## src/rtl/ps2_pkg.sv

```systemverilog
// Shared PS/2 definitions for the host receiver and transmitter.
package ps2_pkg;

  localparam int PS2_DATA_BITS  = 8;
  localparam int PS2_FRAME_BITS = 11;

  typedef enum logic [1:0] {
    ST_IDLE   = 2'd0,
    ST_DATA   = 2'd1,
    ST_PARITY = 2'd2,
    ST_STOP   = 2'd3
  } ps2_state_e;

  // Parity bit that makes data+parity contain an odd number of ones.
  function automatic logic odd_parity_bit(input logic [PS2_DATA_BITS-1:0] data);
    return ~^data;
  endfunction

endpackage

```

## src/rtl/ps2_clk_filter.sv

```systemverilog
// PS/2 line conditioning: 2-flop synchronizers on both lines, ps2c glitch filter,
// and registered fall/rise strobes of the filtered clock.
module ps2_clk_filter #(
  parameter int FILTER_LEN = 8
) (
  input  logic clk_i,
  input  logic reset_ni,
  input  logic ps2c_i,
  input  logic ps2d_i,
  output logic ps2d_o,
  output logic clk_filt_o,
  output logic fall_o,
  output logic rise_o
);

  logic [1:0]            c_sync_q, c_sync_d;
  logic [1:0]            d_sync_q, d_sync_d;
  logic [FILTER_LEN-1:0] shift_q, shift_d;
  logic                  filt_q, filt_d;
  logic                  fall_q, fall_d;
  logic                  rise_q, rise_d;

  // Filtered clock only moves once the whole window agrees; anything else holds.
  always_comb begin
    c_sync_d = {c_sync_q[0], ps2c_i};
    d_sync_d = {d_sync_q[0], ps2d_i};
    shift_d  = {shift_q[FILTER_LEN-2:0], c_sync_q[1]};
    filt_d   = filt_q;
    if (&shift_d) begin
      filt_d = 1'b1;
    end else if (~|shift_d) begin
      filt_d = 1'b0;
    end
    fall_d = filt_q & ~filt_d;
    rise_d = ~filt_q & filt_d;
  end

  always_ff @(posedge clk_i or negedge reset_ni) begin
    if (!reset_ni) begin
      c_sync_q <= 2'b11;
      d_sync_q <= 2'b11;
      shift_q  <= '1;
      filt_q   <= 1'b1;
      fall_q   <= 1'b0;
      rise_q   <= 1'b0;
    end else begin
      c_sync_q <= c_sync_d;
      d_sync_q <= d_sync_d;
      shift_q  <= shift_d;
      filt_q   <= filt_d;
      fall_q   <= fall_d;
      rise_q   <= rise_d;
    end
  end

  assign ps2d_o     = d_sync_q[1];
  assign clk_filt_o = filt_q;
  assign fall_o     = fall_q;
  assign rise_o     = rise_q;

endmodule

```

## src/rtl/ps2_rx.sv

```systemverilog
// Host-side PS/2 receiver: one byte per device-to-host frame, with parity/framing
// error flags and a stall timeout.
//
//   state     | meaning
//   ST_IDLE   | waiting for a start bit (fall with data 0)
//   ST_DATA   | shifting in 8 data bits, LSB first
//   ST_PARITY | capturing the parity bit
//   ST_STOP   | checking the stop bit, then delivering the byte
module ps2_rx
  import ps2_pkg::*;
#(
  parameter int FILTER_LEN     = 8,
  parameter int TIMEOUT_CYCLES = 20000
) (
  input  logic       clk_i,
  input  logic       reset_ni,
  input  logic       rx_en_i,
  input  logic       ps2d_i,
  input  logic       ps2c_i,
  output logic [7:0] rx_data_o,
  output logic       rx_done_o,
  output logic       parity_err_o,
  output logic       frame_err_o,
  output logic       rx_timeout_o,
  output logic       rx_idle_o
);

  localparam int TW = $clog2(TIMEOUT_CYCLES);
  localparam logic [TW-1:0] TIMER_LAST = TW'(TIMEOUT_CYCLES - 1);

  logic fall;
  logic d_bit;
  logic c_level_unused;
  logic c_rise_unused;

  ps2_clk_filter #(
    .FILTER_LEN(FILTER_LEN)
  ) u_filter (
    .clk_i     (clk_i),
    .reset_ni  (reset_ni),
    .ps2c_i    (ps2c_i),
    .ps2d_i    (ps2d_i),
    .ps2d_o    (d_bit),
    .clk_filt_o(c_level_unused),
    .fall_o    (fall),
    .rise_o    (c_rise_unused)
  );

  ps2_state_e               state_q, state_d;
  logic [2:0]               bit_cnt_q, bit_cnt_d;
  logic [TW-1:0]            timer_q, timer_d;
  logic [PS2_DATA_BITS-1:0] shreg_q, shreg_d;
  logic                     par_q, par_d;
  logic [PS2_DATA_BITS-1:0] data_q, data_d;
  logic                     done_q, done_d;
  logic                     perr_q, perr_d;
  logic                     ferr_q, ferr_d;
  logic                     tout_q, tout_d;

  always_comb begin
    state_d   = state_q;
    bit_cnt_d = bit_cnt_q;
    timer_d   = timer_q;
    shreg_d   = shreg_q;
    par_d     = par_q;
    data_d    = data_q;
    done_d    = 1'b0;
    perr_d    = perr_q;
    ferr_d    = ferr_q;
    tout_d    = 1'b0;

    // Losing the bus to the transmitter overrides everything, including a stop-bit fall.
    if (state_q != ST_IDLE && !rx_en_i) begin
      state_d = ST_IDLE;
      timer_d = '0;
    end else if (state_q == ST_IDLE) begin
      timer_d = '0;
      if (fall && rx_en_i && !d_bit) begin
        state_d   = ST_DATA;
        bit_cnt_d = 3'(PS2_DATA_BITS - 1);
      end
    end else if (fall) begin
      timer_d = '0;
      unique case (state_q)
        ST_DATA: begin
          shreg_d = {d_bit, shreg_q[PS2_DATA_BITS-1:1]};
          if (bit_cnt_q == 3'd0) begin
            state_d = ST_PARITY;
          end else begin
            bit_cnt_d = bit_cnt_q - 3'd1;
          end
        end
        ST_PARITY: begin
          par_d   = d_bit;
          state_d = ST_STOP;
        end
        ST_STOP: begin
          state_d = ST_IDLE;
          done_d  = 1'b1;
          data_d  = shreg_q;
          perr_d  = (par_q != odd_parity_bit(shreg_q));
          ferr_d  = ~d_bit;
        end
        default: state_d = ST_IDLE;
      endcase
    end else if (timer_q == TIMER_LAST) begin
      state_d = ST_IDLE;
      timer_d = '0;
      tout_d  = 1'b1;
    end else begin
      timer_d = timer_q + 1'b1;
    end
  end

  always_ff @(posedge clk_i or negedge reset_ni) begin
    if (!reset_ni) begin
      state_q   <= ST_IDLE;
      bit_cnt_q <= 3'd0;
      timer_q   <= '0;
      shreg_q   <= '0;
      par_q     <= 1'b0;
      data_q    <= '0;
      done_q    <= 1'b0;
      perr_q    <= 1'b0;
      ferr_q    <= 1'b0;
      tout_q    <= 1'b0;
    end else begin
      state_q   <= state_d;
      bit_cnt_q <= bit_cnt_d;
      timer_q   <= timer_d;
      shreg_q   <= shreg_d;
      par_q     <= par_d;
      data_q    <= data_d;
      done_q    <= done_d;
      perr_q    <= perr_d;
      ferr_q    <= ferr_d;
      tout_q    <= tout_d;
    end
  end

  assign rx_data_o    = data_q;
  assign rx_done_o    = done_q;
  assign parity_err_o = perr_q;
  assign frame_err_o  = ferr_q;
  assign rx_timeout_o = tout_q;
  assign rx_idle_o    = (state_q == ST_IDLE);

endmodule
```

## config.mk

```make
export PLATFORM = sky130hd
export DESIGN_NAME = ps2_rx
export DESIGN_NICKNAME = d
export VERILOG_FILES = /design/src/rtl/ps2_pkg.sv /design/src/rtl/ps2_clk_filter.sv /design/src/rtl/ps2_rx.sv
export SDC_FILE = /design/constraint.sdc
export NUM_CORES = 1
export LEC_CHECK = 0
export ABC_AREA = 1
export CAP_MARGIN = 10
export CORE_MARGIN = 2
export CORE_UTILIZATION = 55
export CTS_CLUSTER_DIAMETER = 60
export CTS_CLUSTER_SIZE = 24
export DETAILED_ROUTE_END_ITERATION = 10
export PLACE_DENSITY = 0.71
export SLEW_MARGIN = 20
export SYNTH_ARGS = -nofsm -noshare
export SYNTH_HDL_FRONTEND = slang
export SYNTH_SLANG_ARGS = --single-unit
```

## constraint.sdc

```tcl
create_clock -name clk_i -period 1.95 [get_ports clk_i]
set_input_delay 0.195 -clock clk_i [delete_from_list [all_inputs] [get_ports clk_i]]
set_output_delay 0.195 -clock clk_i [all_outputs]
set_load 0.02 [all_outputs]
```

After elaboration in Yosys (flattened, before gate mapping)

Cells that the tools add are included.

Word-level logic and storage cells: 76
Bits in registers: 54
Output and inout bits: 13
Bits of input ports: 5

Eq/ne operators: 9
Muxes and demuxes: 26
Bitwise operators: 5
Add/subtract/negate cells: 2
Reduce and logical (&&, ||, !) cells: 19

Operator list:

| kind                                                                     | number |
|---|---|
| 15-bit two-way mux                                                       | 4 |
| 15-bit by 1-bit adder with 15-bit output (second input constant)         | 1 |
| 15-bit equality test (second input constant)                             | 1 |
| 3-bit two-way mux                                                        | 5 |
| 2-bit two-way mux                                                        | 6 |
| 4-bit AND reduction                                                      | 3 |
| 1-bit two-way mux                                                        | 10 |
| 8-bit AND reduction                                                      | 1 |
| 8-bit OR reduction                                                       | 1 |
| 8-bit XNOR reduction                                                     | 1 |
| 2-bit nonzero test                                                       | 3 |
| 5-bit inequality test (second input constant)                            | 1 |
| 5-bit AND reduction                                                      | 1 |
| 2-bit equality test (second input constant)                              | 2 |
| 1-bit NOT                                                                | 4 |
| 2-bit one-hot mux with 2 select lines                                    | 1 |
| 4-bit nonzero test                                                       | 1 |
| 1-bit logical AND                                                        | 3 |
| 3-bit logical NOT                                                        | 1 |
| 3-bit by 1-bit inequality test with 1-bit output (second input constant) | 1 |
| 3-bit AND reduction                                                      | 1 |
| 3-bit by 1-bit subtractor with 3-bit output (second input constant)      | 1 |
| 2-bit by 1-bit equality test with 1-bit output (second input constant)   | 1 |
| 1-bit logical NOT                                                        | 2 |
| 5 further kinds                                                          | 5 |

Longest topological paths before layout

Gate-level depths: netlist of the first run.

Depth in word-level cells: 6
Mapped depth: 10
Gate-level depth less buffers: 10

Modules after synthesis

Synthesis of the first run repeated with hierarchy kept, for this count alone.

Cell total of the unflattened synthesis: 300
Area, all modules: 2,572.5 µm²

Modules (own cells, without submodules):

| module         | area each (µm²) | instances | cells each | sequential area each (µm²) |
|---|---|---|---|---|
| ps2_rx         | 2,133.3         | 1         | 267        | 1,026.0 |
| ps2_clk_filter | 439.2           | 1         | 33         | 365.4 |

Worst setup path after synthesis of the first run

Ideal clock, no wire load.

Path kind: reg2reg
Start: register state_q[0]
End: register bit_cnt_q[2]
Buffers on the path: 0
Required time: 1.832 ns
Setup slack: 0.384 ns
Arrival: 1.448 ns
Period minus slack after synthesis: 1.566 ns
Stages on the path, launching flop included: 9
Setup time: 0.118 ns
Cells stage by stage: dfrtp_1 -> inv_1 -> ha_1 -> nor2_4 -> inv_2 -> nand2_1 -> o21ai_1 -> a21oi_1 -> a21o_1

Elaborated cells between the ends (all ways): 11
Classes of those cells: eq/ne: 3; mux: 1; bitwise: 1; reduce/logical: 6

RTL lines:

| element                                                                                  | line          | RTL |
|---|---|---|
| from (decl)                                                                              | ps2_rx.sv:49  | `ps2_state_e state_q, state_d;` |
| from (signal assigned)                                                                   | ps2_rx.sv:128 | `state_q <= state_d;` |
| 2-bit logical NOT (*)                                                                    | --            |  |
| net rx_idle_o                                                                            | ps2_rx.sv:25  | `output logic rx_idle_o` |
| 2-bit by 1-bit inequality test with 1-bit output (no line), or another cell as far along | --            |  |
| 5-bit AND reduction (no line)                                                            | --            |  |
| to (signal assigned)                                                                     | ps2_rx.sv:129 | `bit_cnt_q <= bit_cnt_d;` |
| to (decl)                                                                                | ps2_rx.sv:50  | `logic [2:0] bit_cnt_q, bit_cnt_d;` |

Mark *: on every way through the listed nets, which the timed path passes. The rest lies on a longest branch.
A chain may end at the register's enable or synchronous reset.

Worst setup path in the final report of the first run

Start: register state_q[0]
End: register timer_q[11]

Word-level cells in the longest chain between the ends: 3
Elaborated cells between the ends (all ways): 5
Classes of those cells: mux: 2; reduce/logical: 3

Ends and longest elaborated chain:

| element                                                        | line                       | RTL |
|---|---|---|
| 2-bit logical NOT / 2-bit nonzero test (equally long branches) | ps2_rx.sv:76, ps2_rx.sv:73 |  |
| 15-bit two-way mux / 1-bit logical AND (equally long branches) | ps2_rx.sv:76, ps2_rx.sv:73 |  |
| 15-bit two-way mux (*)                                         | ps2_rx.sv:73               | `if (state_q != ST_IDLE && !rx_en_i) begin` |
| net timer_d[11]                                                | ps2_rx.sv:51               | `logic [TW-1:0] timer_q, timer_d;` |
| to (signal assigned)                                           | ps2_rx.sv:130              | `timer_q <= timer_d;` |
| to (decl)                                                      | ps2_rx.sv:51               |  |

Marks and branches as above.

==> results of run 1 <==
-- where the power goes --
part           internal (W)  switching [W]
logic              0.000127       0.000243
clock network      0.000293       0.000361
registers           0.00119      0.0000481
-- critical path, cell delays in order (launching register included) --
cell	delay, ps
dfrtp_1	410
inv_1	100
ha_1	280
nor2_4	180
inv_2	90
nor2_4	100
nand2_2	210
inv_2	170
nand2_1	70
nor2_2	90
-- registers in the layout, summed over array words and instances (netlist names) --
register and cells:
u_filter.clk_filt_o 1, state_q 2, frame_err_o 1, bit_cnt_q 3, u_filter.d_sync_q 2, u_filter.c_sync_q 2, rx_done_o 1, shreg_q 8
rx_data_o 8, par_q 1, u_filter.shift_q 7, timer_q 15, parity_err_o 1, rx_timeout_o 1, u_filter.fall_o 1
-- placed cells by master, fill, tap and decap left out, drive strengths merged, types with 8 or more instances in the layout --
cell type | Yosys | final
ha | 8 | 8
nor2 | 29 | 29
nand2 | 78 | 78
dfrtp | 42 | 42
dfstp | 12 | 12
nor3 | 13 | 13
nand3 | 17 | 17
clkdlybuf4s50 | 0 | 15
o21ai | 22 | 22
inv | 42 | 42
-- path summary, 6_finish.rpt --
kind / from / to / slack, ps / depth (start not counted)
worst min register to register: u_filter.c_sync_q[0]$_DFF_PN1_ / u_filter.c_sync_q[1]$_DFF_PN1_ / 360 / 0
worst min-delay path: reset_ni / timer_q[10]$_DFF_PN0_ / -9 / 2
worst max register to register: state_q[0]$_DFFE_PN0P_ / timer_q[11]$_DFF_PN0_ / 190 / 9
min in group clk_i: ps2d_i / u_filter.d_sync_q[0]$_DFF_PN1_ / 290 / 1
max in group asynchronous: reset_ni / rx_data_o[7]$_DFFE_PN0P_ / 1530 / 2
worst max-delay path: state_q[0]$_DFFE_PN0P_ / timer_q[11]$_DFF_PN0_ / 190 / 9
-- cells by family after synthesis --
logic type,count (synthesis)
AND/OR/NAND/NOR,150
flip-flops,54
buffers and inverters,47
AO/OA/AOI/OAI,31
adder cells (fa/ha/maj),8
XOR/XNOR,3
-- per-layer routing --
layer  GRT usage [%]  routed length [µm]  vias up
li1                -                   -      968
met1            27.5                2120      862
met2            27.2                1810       50
met3            4.56                 297        7
met4            7.00                  69        0
met5               0                   0        -
-- layout make-up --
type / instances / area, µm²
Fill cell: 385 / 1550
Tap cell: 52 / 65.1
Timing Repair Buffer: 19 / 179
Clock buffer: 6 / 82.6
Sequential cell: 54 / 1370
Inverter: 42 / 160
Clock inverter: 2 / 17.5
Multi-Input combinational cell: 192 / 1020
-- metrics by stage --
step	power (W)	hold slack (ps)
after floorplan	0.00154	-101
after CTS	0.00229	12.9
after global placement	0.00162	346
final	0.00226	-8.60
after detailed placement	0.00164	348
after global routing	0.00239	51.0
-- what timing repair did --
action                                  CTS  global route
gates resized for setup                   1             1
endpoints found under the setup margin    1             3
gates cloned                              0             0
hold buffers                              0             0
==> out/results.tsv, run 1 <==
metric	value	unit
synth_flop_cell	dfrtp_1	
endpoint_kind	flip-flop	
ys_top_cells_by_count	nand2_1 (75), dfrtp_1 (42), inv_1 (37)	
holdWs	-8.60	ps
placedInstanceArea	2800	µm²
core	4440	µm²
period_minus_slack	1760	ps
die_w	72.6	µm
finalHoldViolCount	18	
utilization	65.1	%
synth_cell_types	36	
initial_core_util	58.2	%
synth-async-reset-ratio	100	%
cts_sinks	54	
startpoint_type	flip-flop	
die_h	72.6	µm
p_leak	1.35	nW
synth_top_area_share	40.6	%
ir_drop	0.000529	V
synth-seq-area-share	52.8	%
firstDrtPassIters	4	
tightest_slew	646	ps
setup_violations	0	
post-cts-setup-buffer-count	0	
status	finished, violations left	
grt_pass1_vias	1723	
synth-adder-area-share	3.87	%
period_share	90.2	%
drive_above_1_share	15.9	%
grt_max_degree	55	
grt_setup_unrepaired	no	
area_growth	11.9	%
synth_compound_area_share	6.43	%
synth_top_area_cell	dfrtp_1	
ys_seq_elements	54	
cp.arrival	2000	ps
yosysMostFrequentCell	nand2_1	
cts_root_buf	clkbuf_8	
io-pin-count	18	
syn-cell-area	2590	µm²
failed_checks	negative hold slack	
syn_nets	306	
fmax	569	MHz
drtIter0Drc	98	
nets	327	
synthXorXnorAreaFrac	1.02	%
place_hpwl	3180	µm
htree_levels	2	
synthSimpleGateAreaFrac	28.3	%
path_class	reg2reg	
vias	1887	
clock_path_buffers	2	
synth_top_family_by_area	simple AND/OR/NAND/NOR gates	
avgSynthCellArea	8.83	µm²
routed_wl	4290	µm
drc	0	
antenna_cells	0	
cp.required	2190	ps
routedWlPerCell	11.7	µm
cts_tree	yes	
ant_nets	0	
clk_pin_slew	90	ps
place.gp.congestion	0.871	
cts_inserted_buffers	5	
syn-instance-count	293	
numPortBuffers	17	
insertion_delay	310	ps
synthTopCellsByArea	dfrtp_1 (41%), dfstp_2 (12%), nand2_1 (11%)	
rows	24	
dp_slack	161	ps
grt_overflow_total	0	
synthMuxAreaShare	0	%
path_max_fanout	13	
powerDensity	780	nW/µm²
synth_edf_count	0	
viasPerCell	5.14	
tns	0	ps
grtUsageTotal	18.7	%
instances_no_fill	367	
synth-warning-count	0	
drv_cap	0	
fin_area	2900	µm²
skew	6.33	ps
grt_antenna_before_repair	0	
hold_class	in2async	
slew_violations	0	
relSlewSlack	56.9	%
dp_cells	359	
grt_pass1_wl	7540	µm
die_area	5270	µm²
finalWorstSetupSlack	192	ps
Power figures use the tool's default switching activity.
==> run 2, diff against run 1 <==
==> constraint.sdc (replaced) <==
create_clock -name clk_i -period 1.95 [get_ports clk_i]
set_input_delay 0.2925 -clock clk_i [delete_from_list [all_inputs] [get_ports clk_i]]
set_output_delay 0.2925 -clock clk_i [all_outputs]
set_load 0.02 [all_outputs]
==> out/results.tsv, run 2 (synthesis results as in run 1) <==
metric	value	unit	change
worstRegToRegCells	10		was 9
cts_root_buf	clkbuf_8		unchanged
initial_core_util	58.2	%	unchanged
core	4440	µm²	unchanged
cts_inserted_buffers	5		unchanged
drtIter0Drc	181		was 98
viasPerCell	5.16		was 5.14
slew_violations	0		unchanged
rows	24		unchanged
final_common_cell	nand2_1		unchanged
insertion_delay	300	ps	was 310 ps
drv_cap	0		unchanged
path_class	reg2out		was reg2reg
drive_above_1_share	15.5	%	was 15.9%
grt_overflow_total	0		unchanged
drc	0		unchanged
antenna_cells	0		unchanged
fin_area	2920	µm²	was 2900 µm²
post-cts-setup-buffer-count	0		unchanged
die_w	72.6	µm	unchanged
seq_power_share	55.3	%	was 54.8%
nets	329		was 327
startpoint_type	flip-flop		unchanged
finalHoldViolCount	0		was 18
clock_path_buffers	2		unchanged
endpoint_kind	output pin		was flip-flop
comb_power_share	16.9	%	was 16.3%
grt_pass1_wl	7820	µm	was 7540 µm
dp_slack	200	ps	was 161 ps
switching_share	28.0	%	was 28.8%
p_leak	1.36	nW	was 1.35 nW
place_hpwl	3370	µm	was 3180 µm
period_share	92.2	%	was 90.2%
cp.arrival	1510	ps	was 2000 ps
period_minus_slack	1800	ps	was 1760 ps
clockPowerShare	27.8	%	was 28.9%
r2r_start	state_q[1]$_DFFE_PN0P_		was state_q[0]$_DFFE_PN0P_
ant_nets	0		unchanged
numPortBuffers	17		unchanged
clk_pin_slew	90	ps	about the same
cpMaxStageDelayCell	dfrtp_1		unchanged
grt_max_degree	37		was 55
r2r_setup_slack	250	ps	was 190 ps
crit_start	state_q[1]$_DFFE_PN0P_		was state_q[0]$_DFFE_PN0P_
tightest_slew	473	ps	was 646 ps
cts_sinks	54		unchanged
layout_common_cells	nand2_1 (75), dfrtp_1 (42), inv_1 (37)		was nand2_1 (75), dfrtp_1 (42), inv_1 (36)
crit_chain	inv_1 > ha_1 > dlygate4sd2_1		was inv_1 > ha_1 > nor2_4 > inv_2 > nor2_4 > nand2_2 > inv_2 > nand2_1 > nor2_2
placedInstanceArea	2820	µm²	was 2800 µm²
routedWlPerCell	12.2	µm	was 11.7 µm
fmax	556	MHz	was 569 MHz
die_h	72.6	µm	unchanged
area_growth	12.8	%	was 11.9%
grt_setup_unrepaired	no		unchanged
ir_drop	0.000547	V	was 0.000529 V
netSwitchingPower	0.000627	W	was 0.000651 W
cp-endpoint	rx_idle_o		was timer_q[11]$_DFF_PN0_
grt_antenna_before_repair	0		unchanged
p_int	0.00161	W	about the same
routed_wl	4500	µm	was 4290 µm
largest_register	timer_q		unchanged
reg2reg_to	state_q[0]$_DFFE_PN0P_		was timer_q[11]$_DFF_PN0_
path_max_fanout	5		was 13
relSlewSlack	68.5	%	was 56.9%
setup_violations	0		unchanged
hold_class	reg2reg		was in2async
io-pin-count	18		unchanged
largest_reg_flops	15		unchanged
finalWorstSetupSlack	152	ps	was 192 ps
htree_levels	2		unchanged
tns	0	ps	unchanged
cp.required	1660	ps	was 2190 ps
cts_tree	yes		unchanged
max_stage_delay	430	ps	was 410 ps
grt_pass1_vias	1770		was 1,723
grtUsageTotal	19.4	%	was 18.7%
place.gp.congestion	0.864		was 0.871
die_area	5270	µm²	unchanged
firstDrtPassIters	4		unchanged
skew	6.21	ps	was 6.33 ps
powerDensity	767	nW/µm²	was 780 nW/µm²
vias	1904		was 1,887
status	finished, final reports clean		was finished, violations left
[run 2: changes by cell type in the layout (fill, tap and decap cells not counted), sizes merged]
cell	before	now
buf	3	4
dlygate4sd3	0	1
clkbuf	6	7
clkinv	2	1
[run 2: area by class of cell]
class	count	area, µm²
Sequential cell	54	1370
Inverter	42	160
Clock inverter	1	5.00
Tap cell	52	65.1
Timing Repair Buffer	21	209
Multi-Input combinational cell	192	1020
Clock buffer	7	86.3
Fill cell	391	1530
[run 2: per-stage QoR]
stage	total power, W	hold WS, ps	cells	util [%]
after floorplan	0.00154	-3.09	293	-
after global placement	0.00164	259	360	63.4
after detailed placement	0.00165	272	360	63.4
after CTS	0.00228	362	369	65.6
after global routing	0.00238	369	369	65.6
final	0.00224	361	369	65.6
[run 2: worst min-delay path by stage]
stage | end | cells past startpoint | slack (ps) | from
5_1_grt | u_filter.d_sync_q[1]$_DFF_PN1_ | 0 | 370 | u_filter.d_sync_q[0]$_DFF_PN1_
2_1_floorplan | bit_cnt_q[0]$_DFFE_PN0P_ | 0 | -3 | reset_ni
6_report | u_filter.d_sync_q[1]$_DFF_PN1_ | 0 | 360 | u_filter.d_sync_q[0]$_DFF_PN1_
4_1_cts | u_filter.d_sync_q[1]$_DFF_PN1_ | 0 | 360 | u_filter.d_sync_q[0]$_DFF_PN1_
3_3_place_gp | timer_q[10]$_DFF_PN0_ | 1 | 260 | reset_ni
3_5_place_dp | timer_q[10]$_DFF_PN0_ | 1 | 270 | reset_ni
[run 2: critical path: cells and delay by family, from the launching register on]
| kind | cells | cell delay, ps |
|---|---|---|
| buffers and inverters | 2 | 490 |
| DFF | 1 | 430 |
| adders and majority gates | 1 | 290 |
[run 2: repair_timing]
action	CTS	global route
setup endpoints to repair	1	0
hold buffers	1	0
gates resized for setup	1	0
endpoints found under the hold margin	13	0
[run 2: layer usage]
layer	track usage (%)	wire, µm
met5	0	0
met4	5.35	46
met2	30.6	2080
met1	26.8	2150
met3	4.83	221
[run 2: power by group through the flow]
stage	logic, W	registers [W]	clock network (W)
after floorplan	0.000287	0.00125	0
after global placement	0.000379	0.00126	0
after detailed placement	0.000390	0.00126	0
after CTS	0.000384	0.00124	0.000659
after global routing	0.000440	0.00125	0.000692
final	0.000377	0.00124	0.000623
